### config.mk
export PLATFORM = sky130hd
export DESIGN_NAME = alu_seq_muldiv
export DESIGN_NICKNAME = d
export VERILOG_FILES = /design/src/rtl/alu_seq_muldiv_pkg.sv /design/src/rtl/alu_muldiv_core.sv /design/src/rtl/alu_seq_muldiv.sv
export SDC_FILE = /design/constraint.sdc
export NUM_CORES = 1
export LEC_CHECK = 0
export BUFFER_PORTS_ARGS = -buffer_cell sky130_fd_sc_hd__buf_4
export CORE_ASPECT_RATIO = 0.7
export CORE_MARGIN = 10
export CORE_UTILIZATION = 25
export CTS_BUF_LIST = sky130_fd_sc_hd__clkbuf_4 sky130_fd_sc_hd__clkbuf_8
export DETAILED_ROUTE_END_ITERATION = 8
export PLACE_DENSITY = 0.47
export SYNTH_ARGS = -nofsm -noshare
export SYNTH_HDL_FRONTEND = slang
export SYNTH_SLANG_ARGS = --single-unit
### constraint.sdc
create_clock -name clk -period 9.78 [get_ports clk]
set_input_delay 0 -clock clk [delete_from_list [all_inputs] [get_ports clk]]
set_output_delay 0 -clock clk [all_outputs]
set_load 0.03 [all_outputs]
### src/rtl/alu_seq_muldiv_pkg.sv
// Shared definitions for the sequential ALU: opcode encoding (including the
// iterative MULT/MULTU/DIV/DIVU ops), FSM state encoding and the default
// datapath width.
package alu_seq_muldiv_pkg;

  localparam int unsigned W_CPU    = 32;
  localparam int unsigned W_OPCODE = 5;

  localparam logic [W_OPCODE-1:0] OpAdd   = 5'd0;
  localparam logic [W_OPCODE-1:0] OpAddu  = 5'd1;
  localparam logic [W_OPCODE-1:0] OpSub   = 5'd2;
  localparam logic [W_OPCODE-1:0] OpSubu  = 5'd3;
  localparam logic [W_OPCODE-1:0] OpAnd   = 5'd4;
  localparam logic [W_OPCODE-1:0] OpOr    = 5'd5;
  localparam logic [W_OPCODE-1:0] OpXor   = 5'd6;
  localparam logic [W_OPCODE-1:0] OpNor   = 5'd7;
  localparam logic [W_OPCODE-1:0] OpNand  = 5'd8;
  localparam logic [W_OPCODE-1:0] OpSlt   = 5'd9;
  localparam logic [W_OPCODE-1:0] OpSltu  = 5'd10;
  localparam logic [W_OPCODE-1:0] OpSll   = 5'd11;
  localparam logic [W_OPCODE-1:0] OpSrl   = 5'd12;
  localparam logic [W_OPCODE-1:0] OpSra   = 5'd13;
  localparam logic [W_OPCODE-1:0] OpMult  = 5'd14;
  localparam logic [W_OPCODE-1:0] OpMultu = 5'd15;
  localparam logic [W_OPCODE-1:0] OpDiv   = 5'd16;
  localparam logic [W_OPCODE-1:0] OpDivu  = 5'd17;

  typedef enum logic [2:0] {StIdle, StMul, StDiv, StFix, StOut} state_e;

endpackage

### src/rtl/alu_muldiv_core.sv
// Iterative multiply/divide datapath.
// Ports:
//   clk_i, rst_ni       clock, asynchronous active-low reset
//   start_i             latch operands and begin W iterations
//   is_div_i            1: restoring divide, 0: shift-add multiply
//   is_signed_i         operands are two's complement
//   a_i, b_i            operands (multiplicand/dividend, multiplier/divisor)
//   done_o              high during the last iteration; results valid next cycle
//   hi_o, lo_o          sign-corrected product high/low or remainder/quotient
//   ovf_o               signed INT_MIN / -1
module alu_muldiv_core #(
  parameter int unsigned W = 32
) (
  input  logic         clk_i,
  input  logic         rst_ni,
  input  logic         start_i,
  input  logic         is_div_i,
  input  logic         is_signed_i,
  input  logic [W-1:0] a_i,
  input  logic [W-1:0] b_i,
  output logic         done_o,
  output logic [W-1:0] hi_o,
  output logic [W-1:0] lo_o,
  output logic         ovf_o
);

  localparam int unsigned CntW = $clog2(W);

  logic            run_q, run_d;
  logic [CntW-1:0] cnt_q, cnt_d;
  logic            div_q, div_d;
  logic            neg_q, neg_d;       // negate product / quotient
  logic            neg_rem_q, neg_rem_d;
  logic            ovf_q, ovf_d;
  logic [W-1:0]    mag_q, mag_d;       // |multiplicand| or |divisor|
  logic [W-1:0]    hi_q, hi_d;         // product high / partial remainder
  logic [W-1:0]    lo_q, lo_d;         // multiplier / dividend -> quotient

  logic            sa, sb;
  logic [W-1:0]    abs_a, abs_b;
  logic [W:0]      sum, trial;
  logic [2*W-1:0]  prod;

  assign done_o = run_q && (cnt_q == CntW'(W - 1));

  always_comb begin
    sa    = is_signed_i & a_i[W-1];
    sb    = is_signed_i & b_i[W-1];
    abs_a = sa ? -a_i : a_i;
    abs_b = sb ? -b_i : b_i;
    sum   = {1'b0, hi_q} + (lo_q[0] ? {1'b0, mag_q} : '0);
    // Negative trial (top bit set) means the divisor does not fit: restore.
    trial = {hi_q, lo_q[W-1]} - {1'b0, mag_q};

    run_d     = run_q;
    cnt_d     = cnt_q;
    div_d     = div_q;
    neg_d     = neg_q;
    neg_rem_d = neg_rem_q;
    ovf_d     = ovf_q;
    mag_d     = mag_q;
    hi_d      = hi_q;
    lo_d      = lo_q;

    if (start_i) begin
      run_d     = 1'b1;
      cnt_d     = '0;
      div_d     = is_div_i;
      neg_d     = sa ^ sb;
      neg_rem_d = sa;
      ovf_d     = is_div_i && is_signed_i && (a_i == {1'b1, {(W-1){1'b0}}}) && (b_i == '1);
      mag_d     = is_div_i ? abs_b : abs_a;
      hi_d      = '0;
      lo_d      = is_div_i ? abs_a : abs_b;
    end else if (run_q) begin
      cnt_d = cnt_q + CntW'(1);
      if (done_o) run_d = 1'b0;
      if (div_q) begin
        if (!trial[W]) begin
          hi_d = trial[W-1:0];
          lo_d = {lo_q[W-2:0], 1'b1};
        end else begin
          hi_d = {hi_q[W-2:0], lo_q[W-1]};
          lo_d = {lo_q[W-2:0], 1'b0};
        end
      end else begin
        hi_d = sum[W:1];
        lo_d = {sum[0], lo_q[W-1:1]};
      end
    end
  end

  always_comb begin
    prod = {hi_q, lo_q};
    if (div_q) begin
      lo_o = neg_q ? -lo_q : lo_q;
      hi_o = neg_rem_q ? -hi_q : hi_q;
    end else begin
      {hi_o, lo_o} = neg_q ? -prod : prod;
    end
    ovf_o = ovf_q;
  end

  always_ff @(posedge clk_i or negedge rst_ni) begin
    if (!rst_ni) begin
      run_q     <= 1'b0;
      cnt_q     <= '0;
      div_q     <= 1'b0;
      neg_q     <= 1'b0;
      neg_rem_q <= 1'b0;
      ovf_q     <= 1'b0;
      mag_q     <= '0;
      hi_q      <= '0;
      lo_q      <= '0;
    end else begin
      run_q     <= run_d;
      cnt_q     <= cnt_d;
      div_q     <= div_d;
      neg_q     <= neg_d;
      neg_rem_q <= neg_rem_d;
      ovf_q     <= ovf_d;
      mag_q     <= mag_d;
      hi_q      <= hi_d;
      lo_q      <= lo_d;
    end
  end

endmodule

### src/rtl/alu_seq_muldiv.sv
// Registered ALU with iterative multiply/divide behind valid/ready handshakes.
// Ports:
//   clk, rst_n              clock, asynchronous active-low reset
//   in_valid / in_ready     operation handshake (ready only when idle)
//   alu_op, A, B            opcode and operands, latched at accept
//   out_valid / out_ready   result handshake; outputs held until consumed
//   R, R_hi                 result (LO / quotient), HI / remainder
//   overflow, isZero        signed overflow, R == 0
//   div_zero, busy          divide by zero, FSM not idle
module alu_seq_muldiv
  import alu_seq_muldiv_pkg::*;
#(
  parameter int unsigned W    = W_CPU,
  parameter int unsigned W_OP = W_OPCODE
) (
  input  logic            clk,
  input  logic            rst_n,
  input  logic            in_valid,
  output logic            in_ready,
  input  logic [W_OP-1:0] alu_op,
  input  logic [W-1:0]    A,
  input  logic [W-1:0]    B,
  output logic            out_valid,
  input  logic            out_ready,
  output logic [W-1:0]    R,
  output logic [W-1:0]    R_hi,
  output logic            overflow,
  output logic            isZero,
  output logic            div_zero,
  output logic            busy
);

  localparam int unsigned W_SH = $clog2(W);

  state_e        state_q, state_d;
  logic [W-1:0]  r_q, r_d, r_hi_q, r_hi_d;
  logic          ovf_q, ovf_d, dz_q, dz_d;

  logic [W_OPCODE-1:0] op;
  logic                op_in_range, is_mul, is_div, is_signed;
  logic [W-1:0]        sum, diff, alu_r;
  logic [W_SH-1:0]     shamt;
  logic                alu_ovf;
  logic                core_start, core_done, core_ovf;
  logic [W-1:0]        core_hi, core_lo;

  assign op          = alu_op[W_OPCODE-1:0];
  assign op_in_range = (alu_op >> W_OPCODE) == '0;
  assign is_mul      = op_in_range && (op == OpMult || op == OpMultu);
  assign is_div      = op_in_range && (op == OpDiv || op == OpDivu);
  assign is_signed   = (op == OpMult) || (op == OpDiv);
  assign sum         = A + B;
  assign diff        = A - B;
  assign shamt       = B[W_SH-1:0];

  always_comb begin
    alu_r   = '0;
    alu_ovf = 1'b0;
    if (op_in_range) begin
      case (op)
        OpAdd: begin
          alu_r   = sum;
          alu_ovf = (A[W-1] == B[W-1]) && (sum[W-1] != A[W-1]);
        end
        OpSub: begin
          alu_r   = diff;
          alu_ovf = (A[W-1] != B[W-1]) && (diff[W-1] != A[W-1]);
        end
        OpAddu:  alu_r = sum;
        OpSubu:  alu_r = diff;
        OpAnd:   alu_r = A & B;
        OpOr:    alu_r = A | B;
        OpXor:   alu_r = A ^ B;
        OpNor:   alu_r = ~(A | B);
        OpNand:  alu_r = ~(A & B);
        OpSlt:   alu_r = {{(W-1){1'b0}}, ($signed(A) < $signed(B))};
        OpSltu:  alu_r = {{(W-1){1'b0}}, (A < B)};
        OpSll:   alu_r = A << shamt;
        OpSrl:   alu_r = A >> shamt;
        OpSra:   alu_r = $signed(A) >>> shamt;
        default: ;
      endcase
    end
  end

  always_comb begin
    state_d    = state_q;
    r_d        = r_q;
    r_hi_d     = r_hi_q;
    ovf_d      = ovf_q;
    dz_d       = dz_q;
    core_start = 1'b0;
    unique case (state_q)
      StIdle: begin
        if (in_valid) begin
          if (is_mul) begin
            core_start = 1'b1;
            state_d    = StMul;
          end else if (is_div && B != '0) begin
            core_start = 1'b1;
            state_d    = StDiv;
          end else if (is_div) begin
            r_d     = '1;
            r_hi_d  = A;
            ovf_d   = 1'b0;
            dz_d    = 1'b1;
            state_d = StOut;
          end else begin
            r_d     = alu_r;
            r_hi_d  = '0;
            ovf_d   = alu_ovf;
            dz_d    = 1'b0;
            state_d = StOut;
          end
        end
      end
      StMul, StDiv: if (core_done) state_d = StFix;
      StFix: begin
        r_d     = core_lo;
        r_hi_d  = core_hi;
        ovf_d   = core_ovf;
        dz_d    = 1'b0;
        state_d = StOut;
      end
      StOut:   if (out_ready) state_d = StIdle;
      default: state_d = StIdle;
    endcase
  end

  always_ff @(posedge clk or negedge rst_n) begin
    if (!rst_n) begin
      state_q <= StIdle;
      r_q     <= '0;
      r_hi_q  <= '0;
      ovf_q   <= 1'b0;
      dz_q    <= 1'b0;
    end else begin
      state_q <= state_d;
      r_q     <= r_d;
      r_hi_q  <= r_hi_d;
      ovf_q   <= ovf_d;
      dz_q    <= dz_d;
    end
  end

  alu_muldiv_core #(
    .W(W)
  ) u_core (
    .clk_i      (clk),
    .rst_ni     (rst_n),
    .start_i    (core_start),
    .is_div_i   (is_div),
    .is_signed_i(is_signed),
    .a_i        (A),
    .b_i        (B),
    .done_o     (core_done),
    .hi_o       (core_hi),
    .lo_o       (core_lo),
    .ovf_o      (core_ovf)
  );

  assign in_ready  = (state_q == StIdle);
  assign out_valid = (state_q == StOut);
  assign busy      = (state_q != StIdle);
  assign R         = r_q;
  assign R_hi      = r_hi_q;
  assign overflow  = ovf_q;
  assign div_zero  = dz_q;
  assign isZero    = (r_q == '0);

endmodule
==> results of run 1 <==
==> report_power, final <==
| part | leakage, uW | switching (uW) | internal [uW] |
|---|---|---|---|
| clock | 0.000190 | 363 | 189 |
| combinational | 0.00869 | 3430 | 2100 |
| sequential | 0.00216 | 664 | 1070 |
==> layout make-up <==
cell class                      count  area, um^2  share of cell area (%)
Inverter                          160         601                    2.20
Tap cell                         1261        1580                    5.78
Multi-Input combinational cell   2739       18500                    67.6
Clock inverter                     15         150                   0.550
Clock buffer                       17         234                   0.857
Timing Repair Buffer              238        1890                    6.93
Antenna cell                        4        10.0                  0.0367
Sequential cell                   175        4380                    16.1
==> critical path, delay by kind of cell, from the launching register on <==
| kind | cells | cell delay, ns |
|---|---|---|
| multiplexers | 1 | 0.41 |
| AO/OA/AOI/OAI | 6 | 1.79 |
| XOR/XNOR | 1 | 0.16 |
| buffers and inverters | 4 | 0.84 |
| adder cells (fa/ha/maj) | 2 | 0.56 |
| AND/OR/NAND/NOR | 2 | 0.73 |
| flip-flops | 1 | 0.39 |
==> timing repair <==
action,CTS,global route
resized for setup,0,0
hold buffers,40,0
endpoints found under the setup margin,0,0
hold endpoints to repair,117,0
==> state kept, by name (all words and copies together) (netlist names) <==
| name | cells |
|---|---|
| R | 32 |
| R_hi | 32 |
| u_core.hi_q | 32 |
| u_core.lo_q | 32 |
| u_core.mag_q | 32 |
| u_core.cnt_q | 5 |
| state_q | 3 |
| div_zero | 1 |
| overflow | 1 |
| u_core.div_q | 1 |
| u_core.neg_q | 1 |
| u_core.neg_rem_q | 1 |
| u_core.ovf_o | 1 |
| u_core.run_q | 1 |
==> cell usage after synthesis (29+ instances only) <==
library cell  instances
a21oi_1             341
a21o_1               49
nand2_1             273
nor3_1               95
nor4_1               32
nor2_1              383
dfrtp_1             175
nand4_1              34
ha_1                171
o211ai_1             61
buf_1                32
o21ai_0             268
mux2i_1              95
o31ai_1              39
o22ai_1              30
xnor2_1             153
xor2_1               51
clkbuf_1            168
a211oi_1             68
nand2b_1             35
mux4_2               50
a22oi_1              29
a31oi_1              44
nand3_1              63
inv_1               156
or3_1                33
buf_2                37
==> per-stage QoR <==
| step | util (%) | setup WS [ns] |
|---|---|---|
| final | 28.4 | 4.69 |
| after floorplan | - | 6.21 |
| after global placement | 27.5 | 4.94 |
| after detailed placement | 27.5 | 4.89 |
| after global routing | 28.4 | 4.58 |
| after CTS | 28.4 | 4.84 |
==> logic make-up (layout without fill, tap and decap cells) <==
| logic type | Yosys count | count (layout) | synth area share, % |
|---|---|---|---|
| mux | 167 | 167 | 9.55 |
| compound gates | 1129 | 1129 | 29.2 |
| flops | 175 | 175 | 18.0 |
| other cells | 0 | 4 | 0 |
| fa+ha+maj | 175 | 175 | 9.12 |
| buf+inv | 402 | 430 | 6.50 |
| simple gates | 1064 | 1064 | 20.3 |
| xor+xnor | 204 | 204 | 7.34 |
==> metal layers <==
metal	vias to the layer above	routed length (um)
li1	12166	-
met3	177	17100
met2	1601	50400
met1	13617	65700
met5	-	42
met4	8	2930
==> final timing paths <==
path / cells after the start / end / slack (ns)
setup / recovery: 16 / u_core.hi_q[4] / 4.69
hold / removal: 5 / u_core.lo_q[9] / 0.07
setup reg to reg: 16 / u_core.hi_q[4] / 4.69
hold reg to reg: 2 / u_core.mag_q[27] / 0.49
max in group asynchronous: 4 / R_hi[21] / 7.60
min in group asynchronous: 2 / u_core.lo_q[19] / 0.08
==> run_results.csv, run 1 <==
group,metric,value,unit
global_route,use_met3,7.70,%
synthesis,syn-mean-instance-area,7.34,um^2
cells_and_area,final_common_cell,"nor2_1",
cts,cts_buffer_depth,2,
placed_design,place_area,26500,um^2
hold_path,min-delay-start,"B[8]",
cts,clk_pin_slew,0.12,ns
sta,slew_violations,0,
placed_design,placed_cells,4533,
routing,vias_per_cell,5.98,
routing,dr.first_iter.drc_count,4228,
worst_setup_path,r2r_start,"u_core.lo_q[31]",
placed_design,dp_hpwl,106000,um
placed_design,place_congestion,1.06,
synthesis,async_flop_share,100,%
cts,cts_tree,"done",
die,ios,143,
worst_setup_path,cp.arrival,5.51,ns
sta,setup_violations,0,
synthesis,synth_warnings,0,
pwr,ir_worst_vdd,176,uV
routing,wl_per_cell,29.5,um
synthesis,yosys.area.top_type_share,18.0,%
pwr,pwr_density_cell,286,nW/um^2
worst_setup_path,path_class,"reg -> reg",
sta,tns,0,ns
sta,fin_hold_ws,0.0664,ns
sta,period_share,52.1,%
die,die_w,393,um
die,rows,95,
hold_path,hp-class,"in -> reg",
global_route,grt_use_met1,37.1,%
global_route,grt-ovfl-total,0,
global_route,use_met2,30.0,%
sta,finalCriticalPeriod,5.09,ns
cells_and_area,instances_no_fill,4609,
die,chipHeight,281,um
die,start_util,25.3,%
placed_design,portBuffers,142,
routing,ant_nets,0,
cells_and_area,fin_area,27300,um^2
die,fp.dieArea,110000,um^2
pwr,cellLeakagePower,0.0110,uW
worst_setup_path,slowest_stage,"a2111oi_0",
worst_setup_path,required,10.20,ns
routing,vias,27569,
worst_setup_path,crit_chain,"buf_4, inv_1, ha_1, inv_1, fa_1, a211oi_1, o21ai_1, or3_1, a2111oi_0, or3_1, a21oi_1, xor2_4, buf_4, mux2_2, a21oi_1, o21ai_0",
synthesis,syn_inst,3316,
pwr,total_power,7810,uW
global_route,grt_start_max_net_pins,75,
global_route,grt_busiest_layer,"met1",
cells_and_area,final_nets,3579,
sta,fin_skew,0.0280,ns
cells_and_area,mostFrequentLayoutCells,"nor2_1, a21oi_1, nand2_1",
worst_setup_path,crit_start,"u_core.lo_q[31]",
sta,fmax,196,MHz
global_route,grt_pass1_wl,192000,um
cts,clock-sinks,175,
cts,cts-root-buf,"clkbuf_8",
cells_and_area,num-fill-cells,10615,
worst_setup_path,crit_path_max_fanout,41,
routing,drcViolationCount,0,
routing,finalWirelength,136000,um
synthesis,syn_area,24300,um^2
sta,worst_pin_slew,1.46,ns
die,core,96300,um^2
run_status,violations,"capacitance limit",
synthesis,yosys.cell_types.count,94,
synthesis,synth_area_leader_cell,"dfrtp_1",
synthesis,ys_seq_elements,175,
worst_setup_path,start_kind,"flip-flop",
cts,cts_setup_buffers,0,
run_status,status,"complete, but fails checks",
routing,dr.pass1.iters,8,
global_route,grt_usage,23.7,%
synthesis,synth_area_leaders,"dfrtp_1, ha_1, a21oi_1",
synthesis,synth.yosys.seq_area_share,18.0,%
synthesis,synthFlopType,"dfrtp_1",
global_route,grt_pass1_vias,24839,
cells_and_area,syn2layout_area_growth,12.2,%
global_route,antenna_found_initial,17,
sta,slew_headroom,1.42,%
run,cap_violations,1,
cts,ctsHtreeMaxLevel,4,
cells_and_area,drive_above_1_share,10.8,%
synthesis,synth_edf_count,0,
sta,grt_setup_unrepaired,"false",
synthesis,syn-num-nets,3564,
sta,hold_viol,0,
cts,clkLatencyLatePin,0.57,ns
worst_setup_path,cp-end-kind,"flip-flop",
cts,cts_inserted_buffers,17,
worst_setup_path,slowest_delay,1.00,ns
Power figures use the tool's default switching activity.
==> run 2, diff against run 1 <==
==> constraint.sdc (replaced) <==
create_clock -name clk -period 5.1 [get_ports clk]
set_input_delay 0 -clock clk [delete_from_list [all_inputs] [get_ports clk]]
set_output_delay 0 -clock clk [all_outputs]
set_load 0.03 [all_outputs]
==> run 2 against run 1 <==
  * First-iteration DRC count up 4.6%
  * Die area unchanged
  * Global-route usage up 0.20 points
  * The flow now finishes without violations
  * Largest cell class unchanged
  * Critical path type unchanged
  * Clock-buffer cell count unchanged
  * Flip-flop and latch count unchanged
  * Non-clock buffer count up 39
  * Setup slack worse by 4.4 ns
  * Clock skew down 0.0061 ns
==> run_results.csv, run 2 (same netlist as run 1, synthesis figures left out) <==
group,metric,value,unit
routing,finalWirelength,138000,um
sta,fin_skew,0.0220,ns
hold_path,holdPathStages,3,
sta,period_share,95.1,%
cts,cts-root-buf,"clkbuf_8",
cts,cts_buffer_depth,2,
cts,clk_pin_slew,0.12,ns
routing,dr.first_iter.drc_count,4424,
sta,slew_headroom,3.79,%
worst_setup_path,required,5.56,ns
global_route,grt-ovfl-total,0,
die,core,96300,um^2
sta,worst_pin_slew,1.43,ns
worst_setup_path,cp-end-kind,"flip-flop",
sta,slew_violations,0,
placed_design,place_congestion,1.03,
cells_and_area,num-fill-cells,10509,
global_route,grt_start_max_net_pins,124,
die,start_util,25.3,%
pwr,ir_worst_vdd,541,uV
cells_and_area,final_common_cell,"nor2_1",
cells_and_area,syn2layout_area_growth,13.6,%
global_route,grt_pass1_vias,24750,
die,rows,95,
cts,ctsHtreeMaxLevel,4,
worst_setup_path,crit_path_max_fanout,13,
routing,wl_per_cell,29.6,um
worst_setup_path,r2r_cells,11,
routing,vias,27949,
sta,hold_viol,0,
die,die_w,393,um
sta,grt_setup_unrepaired,"false",
cells_and_area,mostFrequentLayoutCells,"nor2_1, a21oi_1, nand2_1",
routing,ant_nets,0,
sta,finalCriticalPeriod,4.85,ns
run_status,status,"finished, final reports clean",
cts,clkLatencyLatePin,0.57,ns
run,cap_violations,0,
worst_setup_path,slowest_delay,1.15,ns
worst_setup_path,r2r_end,"R[30]",
worst_setup_path,path_class,"reg -> reg",
worst_setup_path,crit_buf_inv,1,
worst_setup_path,cp.arrival,5.31,ns
sta,setup_violations,0,
placed_design,placed_cells,4567,
die,fp.dieArea,110000,um^2
worst_setup_path,slowest_stage,"nor4_1",
cts,cts_inserted_buffers,17,
placed_design,post-place-ws,0.612,ns
cts,cts_tree,"done",
routing,vias_per_cell,6.01,
pwr,pwr_density_cell,543,nW/um^2
hold_path,holdPathEnd,"R_hi[24]",
cells_and_area,instances_no_fill,4651,
routing,drcViolationCount,0,
worst_setup_path,r2r_start,"u_core.lo_q[0]",
placed_design,portBuffers,142,
sta,setup_ws,0.250,ns
sta,fmax,206,MHz
hold_path,min-delay-start,"A[24]",
placed_design,dp_hpwl,107000,um
cells_and_area,multi_input_area,18500,um^2
worst_setup_path,crit_chain,"inv_1, ha_1, nand2b_1, nor4_1, nand4_1, or3_1, o21ai_0, xor2_1, a21oi_1, a221oi_1, nor2_1",
cells_and_area,drive_above_1_share,11.7,%
pwr,total_power,15000,uW
worst_setup_path,cp_top_family,"simple AND/OR/NAND/NOR gates",
die,chipHeight,281,um
global_route,grt_pass1_wl,193000,um
sta,tns,0,ns
global_route,grt_usage,23.9,%
global_route,antenna_found_initial,14,
cts,clock-sinks,175,
cells_and_area,area.sequential,4380,um^2
cells_and_area,final_nets,3618,
worst_setup_path,start_kind,"flip-flop",
cells_and_area,final_util,28.7,%
worst_setup_path,r2r_slack,0.25,ns
pwr,cellLeakagePower,0.0112,uW
hold_path,hp-class,"in -> reg",
routing,dr.pass1.iters,8,
die,ios,143,
## run 2: changes by cell type in the layout (fill, tap and decap cells not counted), sizes merged
cell and delta:
diode +3, clkbuf +1, inv -1, clkinv +2, buf +34, clkinvlp -1, dlygate4sd3 +4
## run 2: area by class of cell
class,count,area share (%)
timing repair buffer,277,8.02
sequential,175,15.9
inverter,160,2.17
clock buffer,17,0.846
antenna,7,0.0634
clock inverter,15,0.548
tap,1261,5.71
multi-input combinational,2739,66.8
## run 2: per-layer routing
metal | routed length [um] | global-route usage, % | up-vias | share of wire, %
met1 | 63900 | 36.5 | 13598 | 46
met2 | 49600 | 29.7 | 1865 | 36
met5 | 46 | 0 | - | 0.033
met4 | 3460 | 5.08 | 6 | 2.5
li1 | - | - | 12253 | -
met3 | 20600 | 9.89 | 227 | 15
## run 2: worst reg2reg max path: stages, from the launching register on
cell      delay [ns]
dfrtp_1         0.47
inv_1           0.47
ha_1            0.27
nand2b_1        0.14
nor4_1          1.15
nand4_1         0.36
or3_1           0.48
o21ai_0         0.39
xor2_1          0.44
a21oi_1         0.20
a221oi_1        0.31
nor2_1          0.07
## run 2: repair_timing
| item | CTS | global route |
|---|---|---|
| gates resized for setup | 0 | 0 |
| setup buffers | 0 | 0 |
| hold buffers | 44 | 0 |
| hold endpoints to repair | 121 | 0 |
## run 2: report_power, final
part           switching, uW  internal [uW]  total [uW]
registers               1160           2050        3210
clock network            687            362        1050
logic                   6620           4150       10800
## run 2: per-stage QoR
stage | instance area (um^2) | hold slack, ns
2_1_floorplan | 24300 | -0.296
3_3_place_gp | 26800 | 0.00860
3_5_place_dp | 26800 | 0.00819
4_1_cts | 27600 | 0.00432
5_1_grt | 27600 | 0.00457
6_report | 27600 | 0.0374
## run 2: worst max path at each step
stage	start	to	slack [ns]	cells after the start
floorplan	u_core.lo_q[31]	u_core.hi_q[10]	1.53	16
global placement	u_core.lo_q[0]	R[30]	0.63	11
detailed placement	u_core.lo_q[31]	u_core.hi_q[4]	0.61	15
CTS	u_core.lo_q[31]	u_core.hi_q[4]	0.59	15
global route	u_core.mag_q[0]	u_core.hi_q[4]	0.20	14
finish	u_core.lo_q[0]	R[30]	0.25	11
